File: config.mk
export PLATFORM = sky130hd
export DESIGN_NAME = seg_scan_driver
export DESIGN_NICKNAME = d
export VERILOG_FILES = /design/src/rtl/seg_scan_driver.sv
export SDC_FILE = /design/constraint.sdc
export NUM_CORES = 1
export LEC_CHECK = 0
export BUFFER_PORTS_ARGS = -buffer_cell sky130_fd_sc_hd__buf_2
export CORE_ASPECT_RATIO = 1.5
export CORE_MARGIN = 2
export CORE_UTILIZATION = 35
export CTS_CLUSTER_SIZE = 14
export DETAILED_ROUTE_END_ITERATION = 10
export HOLD_SLACK_MARGIN = 0.12
export PLACE_DENSITY = 0.67
export SYNTH_ARGS = -nofsm -noshare
export SYNTH_HDL_FRONTEND = slang
export SYNTH_SLANG_ARGS = --single-unit
File: constraint.sdc
create_clock -name clk -period 2.05 [get_ports clk]
set_clock_uncertainty 0.2 [all_clocks]
set_input_delay 0.3075 -clock clk [delete_from_list [all_inputs] [get_ports clk]]
set_output_delay 0.3075 -clock clk [all_outputs]
set_load 0.03 [all_outputs]
File: src/rtl/seg_scan_driver.sv
// rtl/seg_scan_driver.sv - time-multiplexed seven-segment scan driver with double-buffered value
module seg_scan_driver #(
    parameter int DIGITS   = 4,
    parameter int PRESCALE = 4
) (
    input  logic                  clk,
    input  logic                  rst,
    input  logic                  load,
    input  logic [4*DIGITS-1:0]   value,
    input  logic                  blank_lz,
    output logic                  A,
    output logic                  B,
    output logic                  C,
    output logic                  D,
    output logic [DIGITS-1:0]     digit_en,
    output logic                  pending,
    output logic                  frame_done
);

    localparam int PW = (PRESCALE > 1) ? $clog2(PRESCALE) : 1;
    localparam int IW = (DIGITS > 1) ? $clog2(DIGITS) : 1;

    localparam logic [PW-1:0] PRESC_LAST = PW'(PRESCALE - 1);
    localparam logic [IW-1:0] IDX_LAST   = IW'(DIGITS - 1);
    localparam logic [DIGITS-1:0] EN_ONE = {{(DIGITS-1){1'b0}}, 1'b1};

    logic [PW-1:0]       presc;
    logic [IW-1:0]       idx;
    logic [4*DIGITS-1:0] disp;
    logic [4*DIGITS-1:0] shadow;
    logic                wrap_q;

    logic                presc_last;
    logic                frame_edge;
    logic [3:0]          active_nib;
    logic                upper_zero;
    logic                blank;

    assign presc_last = (presc == PRESC_LAST);
    assign frame_edge = presc_last && (idx == IDX_LAST);

    // Select the active digit's nibble and decide whether it is a leading zero
    always_comb begin
        active_nib = disp[4*int'(idx) +: 4];
        upper_zero = 1'b1;
        for (int i = 0; i < DIGITS; i++) begin
            if ((i >= int'(idx)) && (disp[4*i +: 4] != 4'h0)) begin
                upper_zero = 1'b0;
            end
        end
        blank = blank_lz && (idx != '0) && upper_zero;
    end

    // Scan counters, shadow/commit buffering and registered display outputs
    always_ff @(posedge clk) begin
        if (rst) begin
            presc      <= '0;
            idx        <= '0;
            disp       <= '0;
            shadow     <= '0;
            pending    <= 1'b0;
            wrap_q     <= 1'b0;
            A          <= 1'b0;
            B          <= 1'b0;
            C          <= 1'b0;
            D          <= 1'b0;
            digit_en   <= '0;
            frame_done <= 1'b0;
        end else begin
            // dwell counter and digit index
            if (presc_last) begin
                presc <= '0;
                idx   <= (idx == IDX_LAST) ? '0 : idx + 1'b1;
            end else begin
                presc <= presc + 1'b1;
            end

            // the old shadow commits before a same-cycle load replaces it
            if (frame_edge && pending) begin
                disp <= shadow;
            end
            if (load) begin
                shadow  <= value;
                pending <= 1'b1;
            end else if (frame_edge) begin
                pending <= 1'b0;
            end

            // outputs reflect the pre-edge scan position
            {A, B, C, D} <= active_nib;
            digit_en     <= blank ? '0 : (EN_ONE << idx);

            // delay one cycle so the pulse lines up with the new frame's digit 0
            wrap_q     <= frame_edge;
            frame_done <= wrap_q;
        end
    end

endmodule

==> run_results.csv, run 1 <==
group,metric,value,unit
power_and_ir_drop,peakVddDrop,0.000400,V
yosys,synthXorXnorAreaFrac,0,%
finish,drive_above_1_share,21.4,%
cts,clk_pin_slew,0.08,ns
route,via_count,1370,
power_and_ir_drop,p_per_area,774,mW/mm²
finish,final_nets,248,
route,routed_wl,3.41,mm
timing,whs,0.230,ns
cts,numCtsBuffers,5,
timing,setup-tns-final,0,ns
yosys,synth_area,0.00180,mm²
cts,cts_root_buffer,"clkbuf_8",
critical_path,crit_path_end,"digit_en[2]$_SDFF_PP0_",
die,ios,30,
die,die_w,62.5,µm
critical_path,cp.arrival,1.84,ns
yosys,yosysWarningCount,0,
finish,num_antenna_cells,0,
timing,rsz0062_at_grt,"no",
grt,grt_pass1_wl,5.83,mm
critical_path,rrSetupSlack,0.15,ns
timing,slew_headroom,43.0,%
grt,antenna_found_initial,0,
finish,stdcell_count,290,
yosys,synthMuxAreaShare,15.3,%
yosys,synth.net_count,204,
die,die-area,0.00573,mm²
route,drc_errors,0,
power_and_ir_drop,p_int,1.38,mW
timing,slew_violations,0,
die,core.rowCount,31,
critical_path,cp_max_fo,4,
critical_path,timing.rr.start,"idx[1]$_SDFFE_PP0N_",
critical_path,endpoint_kind,"flop",
timing,tightestPinTransition,0.844,ns
cts,post_cts_resized,0,
yosys,synthAdderAreaFrac,3.48,%
cts,cts_setup_buffers,0,
grt,grt_pass1_vias,1288,
timing,setup_viol_count_final,0,
power_and_ir_drop,p_sw_share,21.8,%
power_and_ir_drop,netSwitchingPower,0.385,mW
power_and_ir_drop,pwr-share-comb,8.0,%
cts,clk_latency,0.30,ns
yosys,yosys.area_share.simple,16.1,%
yosys,synth-compound-area-share,8.99,%
critical_path,worstPathRequired,1.99,ns
die,start_util,36.7,%
route,post_drt_wl_per_cell,11.8,µm
cts,cts_tree,"yes",
yosys,syn_inst,179,
die,dieHeight,91.7,µm
yosys,synth_top_family_by_area,"simple AND/OR/NAND/NOR gates",
route,first_pass_iters,4,
critical_path,critPathKind,"reg2reg",
route,viasPerCell,4.72,
placed_design,gp_congestion,0.831,
power_and_ir_drop,clockPowerShare,37.7,%
route,final_antenna_net_count,0,
yosys,synth_cell_types,23,
grt,grt_usage,12.7,%
power_and_ir_drop,power_frac_seq,54.3,%
power_and_ir_drop,leakagePower,0.939,nW
timing,finalHoldViolations,0,
run_status,status,"complete, no violations",
finish,syn2layout_area_growth,26.8,%
yosys,synth-seq-cells,47,
cts,cts_max_path_buffers,2,
timing,min_period_over_period,92.9,%
grt,grt-ovfl-total,0,
critical_path,reg2regPathDepth,5,
power_and_ir_drop,fin_total_pwr,1.76,mW
yosys,yosysSeqAreaShare,52.4,%
min_path,hold_path_class,"reg2reg",
grt,grt_start_max_net_pins,48,
timing,min_period,1.90,ns
critical_path,crit_start,"idx[1]$_SDFFE_PP0N_",
cts,htreeDepth,2,
flow_run,drv_cap,0,
critical_path,r2r-end,"digit_en[2]$_SDFF_PP0_",
die,core_area,0.00489,mm²
route,drt_iter0_drc,22,
placed_design,portBuffers,29,
placed_design,dp.cells,266,
yosys,syn_area_per_cell,10.0,µm²
timing,fmax,0.525,GHz
cts,numClockSinks,47,
placed_design,place_hpwl,2.36,mm
critical_path,cp-start-kind,"flop",
[worst min-delay path by stage]
stage / startpoint / cells past startpoint / endpoint / slack, ns
2_1_floorplan: presc[0]$_SDFF_PP0_ / 1 / presc[0]$_SDFF_PP0_ / 0.20
6_report: presc[0]$_SDFF_PP0_ / 1 / presc[0]$_SDFF_PP0_ / 0.23
3_5_place_dp: presc[0]$_SDFF_PP0_ / 1 / presc[0]$_SDFF_PP0_ / 0.21
3_3_place_gp: presc[0]$_SDFF_PP0_ / 1 / presc[0]$_SDFF_PP0_ / 0.21
4_1_cts: presc[0]$_SDFF_PP0_ / 1 / presc[0]$_SDFF_PP0_ / 0.23
5_1_grt: presc[0]$_SDFF_PP0_ / 1 / presc[0]$_SDFF_PP0_ / 0.26
[final cells by class]
type	instances	area, µm²
flip-flops and latches	47	941
repair buffers	50	343
fillers	505	2610
clock buffers	5	68.8
well taps	66	82.6
clock inverters	3	43.8
inverters	3	11.3
multi-input cells	116	787
[cells in the final DEF (no fill, tap or decap)]
| master | n |
|---|---|
| clkinv_4 | 1 |
| or4b_4 | 1 |
| mux4_1 | 1 |
| ha_1 | 5 |
| clkbuf_8 | 5 |
| inv_1 | 3 |
| nor2_1 | 21 |
| mux2i_1 | 18 |
| and3_1 | 1 |
| o41ai_1 | 1 |
| nand2_1 | 33 |
| dlygate4sd3_1 | 16 |
| bufinv_16 | 1 |
| mux4_2 | 3 |
| or4_4 | 1 |
| a21oi_1 | 17 |
| clkinv_2 | 1 |
| buf_4 | 5 |
| nor3_1 | 1 |
| a2111oi_1 | 4 |
| dfxtp_1 | 47 |
| nand2b_1 | 1 |
| buf_2 | 29 |
| nor3b_1 | 1 |
| a2111oi_4 | 1 |
| nand3_1 | 1 |
| nor2b_1 | 5 |
[per-stage QoR]
| stage | instance area, µm² | setup WS, ns | utilization [%] |
|---|---|---|---|
| floorplan | 1800 | 0.0823 | - |
| detailed placement | 2000 | 0.183 | 41.0 |
| global route | 2280 | 0.0250 | 46.6 |
| global placement | 2000 | 0.222 | 41.0 |
| finish | 2280 | 0.145 | 46.6 |
| CTS | 2280 | 0.161 | 46.6 |
[power groups by stage]
stage,Combinational (mW),Sequential [mW],Clock (mW)
CTS,0.143,0.958,0.679
detailed placement,0.120,0.978,0
global placement,0.116,0.978,0
global route,0.155,0.960,0.713
finish,0.141,0.957,0.665
floorplan,0.0765,0.984,0
[layer usage]
layer / up-vias / global-route usage [%] / routed length [µm]
li1: 693 / - / -
met1: 650 / 13.3 / 1400
met2: 22 / 23.4 / 1820
met3: 5 / 3.56 / 125
met4: 0 / 5.56 / 70
met5: - / 0 / 0
[cells in the mapped netlist]
library cell  number  area share (%)
a2111oi_1          4             2.2
a2111oi_4          1             1.5
a21oi_1           17             4.7
and3_1             1            0.35
buf_1              1            0.21
buf_2              6             1.7
clkbuf_1           6             1.3
dfxtp_1           47              52
ha_1               5             3.5
inv_1              3            0.63
mux2i_1           18              10
mux4_1             1             1.5
mux4_2             3             3.8
nand2_1           33             6.9
nand2b_1           1            0.35
nand3_1            1            0.28
nor2_1            21             4.4
nor2b_1            5             1.7
nor3_1             1            0.28
nor3b_1            1            0.42
o41ai_1            1            0.49
or4_4              1            0.63
or4b_4             1            0.77
[sequential cells by signal (all words and copies together) (netlist names)]
register	cells
pending	1
B	1
wrap_q	1
frame_done	1
presc	2
disp	16
idx	2
C	1
D	1
shadow	16
A	1
digit_en	4
[timing repair]
item | 4_1_cts | 5_1_grt
setup endpoints to repair | 0 | 0
hold buffers | 16 | 0
endpoints found under the hold margin | 16 | 0
[worst max-delay path: stages (launching register included)]
cell and delay [ns]:
dfxtp_1 0.34, inv_1 0.08, ha_1 0.18, or4b_4 0.49, a2111oi_4 0.30, a2111oi_1 0.15
[kinds of logic (layout without fill, tap and decap cells)]
group,Yosys count,count (layout)
AOI/OAI and AO/OA,23,23
DFF,47,47
adders and majority gates,5,5
and+or+nand+nor,66,66
muxes,22,22
buffers and inverters,16,61
Note: power is estimated with default switching activity, not from simulation.
==> run 2: changes to the inputs <==
PLACE_DENSITY = 0.62   (was 0.67)
REMOVE_ABC_BUFFERS = 1   (was not set)
==> run 2 against run 1 <==
Compared with the run above: clock power decreased by 21%; cell count stayed put; count of clock-buffer cells in the layout is 1 higher; sequential power barely moved; largest power group unchanged.
==> run_results.csv, run 2 (synthesis gave the netlist of run 1 again) <==
group,metric,value,unit
finish,final_nets,248,
die,ios,30,
finish,top_regs,"disp x16, shadow x16, digit_en x4",
route,routed_wl,3.16,mm
power_and_ir_drop,fin_total_pwr,1.62,mW
timing,rsz0062_at_grt,"no",
grt,use_met2,21.0,%
route,post_drt_wl_per_cell,10.9,µm
finish,final_util,46.3,%
cts,htreeDepth,2,
timing,fmax,0.527,GHz
timing,tightestPinTransition,0.836,ns
finish,syn2layout_area_growth,26.0,%
finish,drive_above_1_share,21.0,%
critical_path,cp.arrival,1.83,ns
critical_path,critPathKind,"reg2reg",
cts,numCtsBuffers,5,
critical_path,worstPathRequired,1.98,ns
timing,whs,0.214,ns
route,viasPerCell,4.55,
grt,grt_busiest_layer,"met2",
route,first_pass_iters,4,
timing,layout_setup_ws,0.151,ns
timing,min_period,1.90,ns
die,die_w,62.5,µm
finish,mostFrequentLayoutCell,"dfxtp_1",
finish,layout_common_cells,"47 x dfxtp_1, 33 x nand2_1, 29 x buf_2",
grt,grt_usage,12.3,%
route,drt_iter0_drc,16,
cts,clk_latency,0.29,ns
cts,clk_pin_slew,0.08,ns
grt,grt-ovfl-total,0,
cts,cts_max_path_buffers,2,
power_and_ir_drop,netSwitchingPower,0.368,mW
power_and_ir_drop,power_frac_seq,58.8,%
cts,numClockSinks,47,
timing,finalHoldViolations,0,
power_and_ir_drop,clockPowerShare,32.4,%
power_and_ir_drop,p_per_area,718,mW/mm²
finish,fill_cells,502,
power_and_ir_drop,pwr-share-comb,8.8,%
die,core_area,0.00489,mm²
critical_path,cp-start-kind,"flop",
grt,antenna_found_initial,0,
placed_design,preCtsSetupSlack,0.0616,ns
placed_design,gp_congestion,0.814,
grt,grt_start_max_net_pins,27,
timing,min_period_over_period,92.6,%
flow_run,drv_cap,0,
placed_design,place_hpwl,2.24,mm
route,drc_errors,0,
min_path,hold_path_class,"in2reg",
grt,grt_pass1_wl,5.58,mm
route,final_antenna_net_count,0,
critical_path,cp_max_fo,4,
critical_path,endpoint_kind,"flop",
cts,cts_setup_buffers,0,
timing,slew_headroom,43.5,%
finish,num_antenna_cells,0,
power_and_ir_drop,leakagePower,0.927,nW
die,start_util,36.7,%
cts,cts_tree,"yes",
grt,use_met3,4.05,%
timing,setup-tns-final,0,ns
timing,slew_violations,0,
timing,setup_viol_count_final,0,
grt,grtUsageMet1,13.2,%
cts,cts_root_buffer,"clkbuf_8",
power_and_ir_drop,peakVddDrop,0.000402,V
die,core.rowCount,31,
power_and_ir_drop,p_int,1.26,mW
die,die-area,0.00573,mm²
power_and_ir_drop,p_sw_share,22.6,%
die,dieHeight,91.7,µm
run_status,status,"complete, no violations",
grt,grt_pass1_vias,1310,
route,via_count,1319,
placed_design,portBuffers,29,
run 2: layer usage:
layer	part of all wire, %	vias up
li1	-	690
met1	44	605
met2	50	20
met3	4.0	4
met4	2.6	0
met5	0	-
run 2: layout make-up:
cell class              instances  area, µm²  share of cell area (%)
clock buffers                   6       72.6                    3.21
well taps                      66       82.6                    3.65
repair buffers                 50        355                    15.7
multi-input cells             116        787                    34.8
inverters                       3       11.3                   0.498
flip-flops and latches         47        941                    41.6
clock inverters                 2       12.5                   0.553
run 2: timing repair:
item	4_1_cts	5_1_grt
setup endpoints to repair	0	4
hold endpoints to repair	16	0
hold buffers	16	0
resized for setup	0	0
run 2: stage by stage:
stage          cells  instance area, µm²
6_report         290                2260
5_1_grt          290                2260
2_1_floorplan    166                1740
3_3_place_gp     266                2020
4_1_cts          290                2260
3_5_place_dp     266                2020
run 2: worst paths after layout:
kind                                     startpoint                 endpoint  slack, ns  cells after the start
worst max-delay path            idx[1]$_SDFFE_PP0N_   digit_en[3]$_SDFF_PP0_       0.15                      5
worst min-delay path                            rst  shadow[12]$_SDFFE_PP0P_       0.21                      2
worst max register to register  idx[1]$_SDFFE_PP0N_   digit_en[3]$_SDFF_PP0_       0.15                      5
worst min register to register  presc[0]$_SDFF_PP0_      presc[0]$_SDFF_PP0_       0.23                      1
run 2: critical path, cell delays in order (launching register included):
cell and delay (ns):
dfxtp_1 0.33, inv_1 0.08, ha_1 0.19, or4b_4 0.49, a2111oi_4 0.30, a2111oi_1 0.14
run 2: power groups by stage:
stage,logic [mW],clock network [mW],registers [mW]
final,0.143,0.526,0.955
after CTS,0.145,0.545,0.956
after global routing,0.158,0.581,0.959
after floorplan,0.0515,0,0.987
after global placement,0.119,0,0.977
after detailed placement,0.122,0,0.977
==> run 3: changes to the inputs <==
clock period = 1.7 ns   (was 2.05 ns; I/O delays follow)
==> run 3 against run 2 <==
Compared with the run above: the run now ends with negative setup slack left; non-clock buffer count grew 9; first-iteration DRC count grew 81%; routed wire length grew 12%; power grew 23%; global-route usage grew 0.88 points; clock power grew 27%; hold slack lost 0.044 ns; sequential power grew 20%; core utilization grew 1.9 points; cell area grew 4.1%; combinational power grew 24%; register-to-register slack lost 0.25 ns; highest routed layer unchanged.
==> run_results.csv, run 3 (synthesis gave the netlist of run 1 again) <==
group,metric,value,unit
cts,numClockSinks,47,
critical_path,reg2regPathDepth,5,
timing,setup_viol_count_final,4,
route,drc_errors,0,
critical_path,timing.rr.start,"idx[0]$_SDFFE_PP0N_",
route,drt_iter0_drc,29,
finish,syn2layout_area_growth,31.2,%
die,ios,30,
die,core.rowCount,31,
timing,finalHoldViolations,0,
grt,grt_usage,13.2,%
die,start_util,36.7,%
grt,grt_start_max_net_pins,48,
critical_path,cp_max_fo,11,
placed_design,portBuffers,29,
finish,num_antenna_cells,0,
critical_path,worstPathRequired,1.65,ns
route,routed_wl,3.56,mm
critical_path,critPathKind,"reg2reg",
grt,grt-ovfl-total,0,
power_and_ir_drop,peakVddDrop,0.000448,V
cts,cts_root_buffer,"clkbuf_8",
critical_path,r2r-end,"digit_en[1]$_SDFF_PP0_",
route,first_pass_iters,4,
power_and_ir_drop,p_per_area,850,mW/mm²
cts,cts_tree,"yes",
finish,top_regs,"disp x16, shadow x16, digit_en x4",
critical_path,endpoint_kind,"flop",
cts,clk_pin_slew,0.09,ns
run_status,violations,"negative setup slack",
power_and_ir_drop,netSwitchingPower,0.484,mW
timing,tightestPinTransition,0.759,ns
min_path,min_from,"rst",
die,die_w,62.5,µm
cts,cts_setup_buffers,0,
grt,grt_pass1_vias,1333,
cts,htreeDepth,2,
grt,grt_pass1_wl,5.98,mm
timing,fmax,0.555,GHz
timing,layout_setup_ws,-0.100,ns
power_and_ir_drop,pwr-share-comb,8.9,%
min_path,min_to,"disp[15]$_SDFFE_PP0P_",
die,die-area,0.00573,mm²
power_and_ir_drop,power_frac_seq,57.6,%
flow_run,drv_cap,0,
timing,whs,0.171,ns
critical_path,cp.arrival,1.75,ns
placed_design,postPlaceCellArea,0.00208,mm²
power_and_ir_drop,p_sw_share,24.2,%
die,core_area,0.00489,mm²
route,post_drt_wl_per_cell,11.9,µm
placed_design,place_hpwl,2.28,mm
timing,min_period_over_period,106,%
power_and_ir_drop,clockPowerShare,33.5,%
run_status,status,"finished with violations",
finish,final_nets,257,
power_and_ir_drop,p_int,1.52,mW
min_path,hold_path_class,"in2reg",
cts,cts_max_path_buffers,2,
critical_path,rrSetupSlack,-0.10,ns
min_path,holdPathStages,3,
timing,rsz0062_at_grt,"yes",
critical_path,cp-start-kind,"flop",
timing,slew_violations,0,
route,final_antenna_net_count,0,
finish,layout_common_cells,"45 x dfxtp_1, 33 x nand2_1, 29 x buf_2",
cts,clk_latency,0.30,ns
die,dieHeight,91.7,µm
grt,antenna_found_initial,0,
cts,numCtsBuffers,5,
placed_design,gp_congestion,0.759,
finish,drive_above_1_share,27.9,%
finish,final_cell_area,0.00236,mm²
finish,mostFrequentLayoutCell,"dfxtp_1",
timing,min_period,1.80,ns
route,via_count,1379,
power_and_ir_drop,leakagePower,0.972,nW
route,viasPerCell,4.61,
timing,slew_headroom,48.7,%
[run 3: cell count changes in the layout (fill, tap and decap cells not counted), moves of 2 or more]
cell | previous run | this run
dfxtp_1 | 47 | 45
inv_1 | 3 | 1
inv_2 | 0 | 2
dfxtp_2 | 0 | 2
buf_4 | 4 | 11
[run 3: worst max-delay path by stage]
stage | end | start | cells past startpoint
6_report | digit_en[1]$_SDFF_PP0_ | idx[0]$_SDFFE_PP0N_ | 5
3_3_place_gp | digit_en[0]$_SDFF_PP0_ | idx[0]$_SDFFE_PP0N_ | 5
5_1_grt | digit_en[3]$_SDFF_PP0_ | idx[0]$_SDFFE_PP0N_ | 5
4_1_cts | digit_en[1]$_SDFF_PP0_ | idx[0]$_SDFFE_PP0N_ | 5
3_5_place_dp | digit_en[1]$_SDFF_PP0_ | idx[0]$_SDFFE_PP0N_ | 5
2_1_floorplan | digit_en[0]$_SDFF_PP0_ | idx[0]$_SDFFE_PP0N_ | 5
[run 3: repair_timing]
action	CTS	global route
pin swaps	1	0
hold endpoints to repair	16	0
gates cloned	0	1
gates resized for setup	6	5
hold buffers	16	0
endpoints found under the setup margin	20	16
[run 3: routing by layer]
metal	GRT usage, %	routed length [µm]
met1	14.6	1530
met2	23.5	1840
met3	2.94	114
met4	6.67	77
met5	0	0
[run 3: power by group through the flow]
stage                     Clock (mW)  Sequential (mW)  Combinational, mW
after floorplan                    0             1.19             0.0621
after global placement             0             1.18              0.148
after detailed placement           0             1.18              0.151
after CTS                      0.688             1.15              0.179
after global routing           0.731             1.16              0.196
final                          0.670             1.15              0.178
[run 3: through the flow]
step                worst slack [ns]  TNS [ns]  cells  util [%]  total power, mW
floorplan                     -0.513     -2.05    166         -             1.25
global placement              -0.223     -1.40    274      42.5             1.33
detailed placement            -0.247     -1.66    274      42.5             1.33
CTS                           -0.103    -0.391    298      47.7             2.02
global route                  -0.204    -0.780    299      48.2             2.09
finish                        -0.100    -0.391    299      48.2             2.00
[run 3: layout make-up]
class	count	area, µm²
clock inverters	3	20.0
flip-flops and latches	47	943
repair buffers	59	427
clock buffers	5	68.8
multi-input cells	116	803
well taps	66	82.6
inverters	3	11.3
fillers	509	2530
[run 3: worst max-delay path: stages (launching register included)]
cell       delay [ns]
dfxtp_2          0.33
buf_4            0.18
ha_1             0.20
nand2b_1         0.17
a2111oi_4        0.44
a2111oi_1        0.14
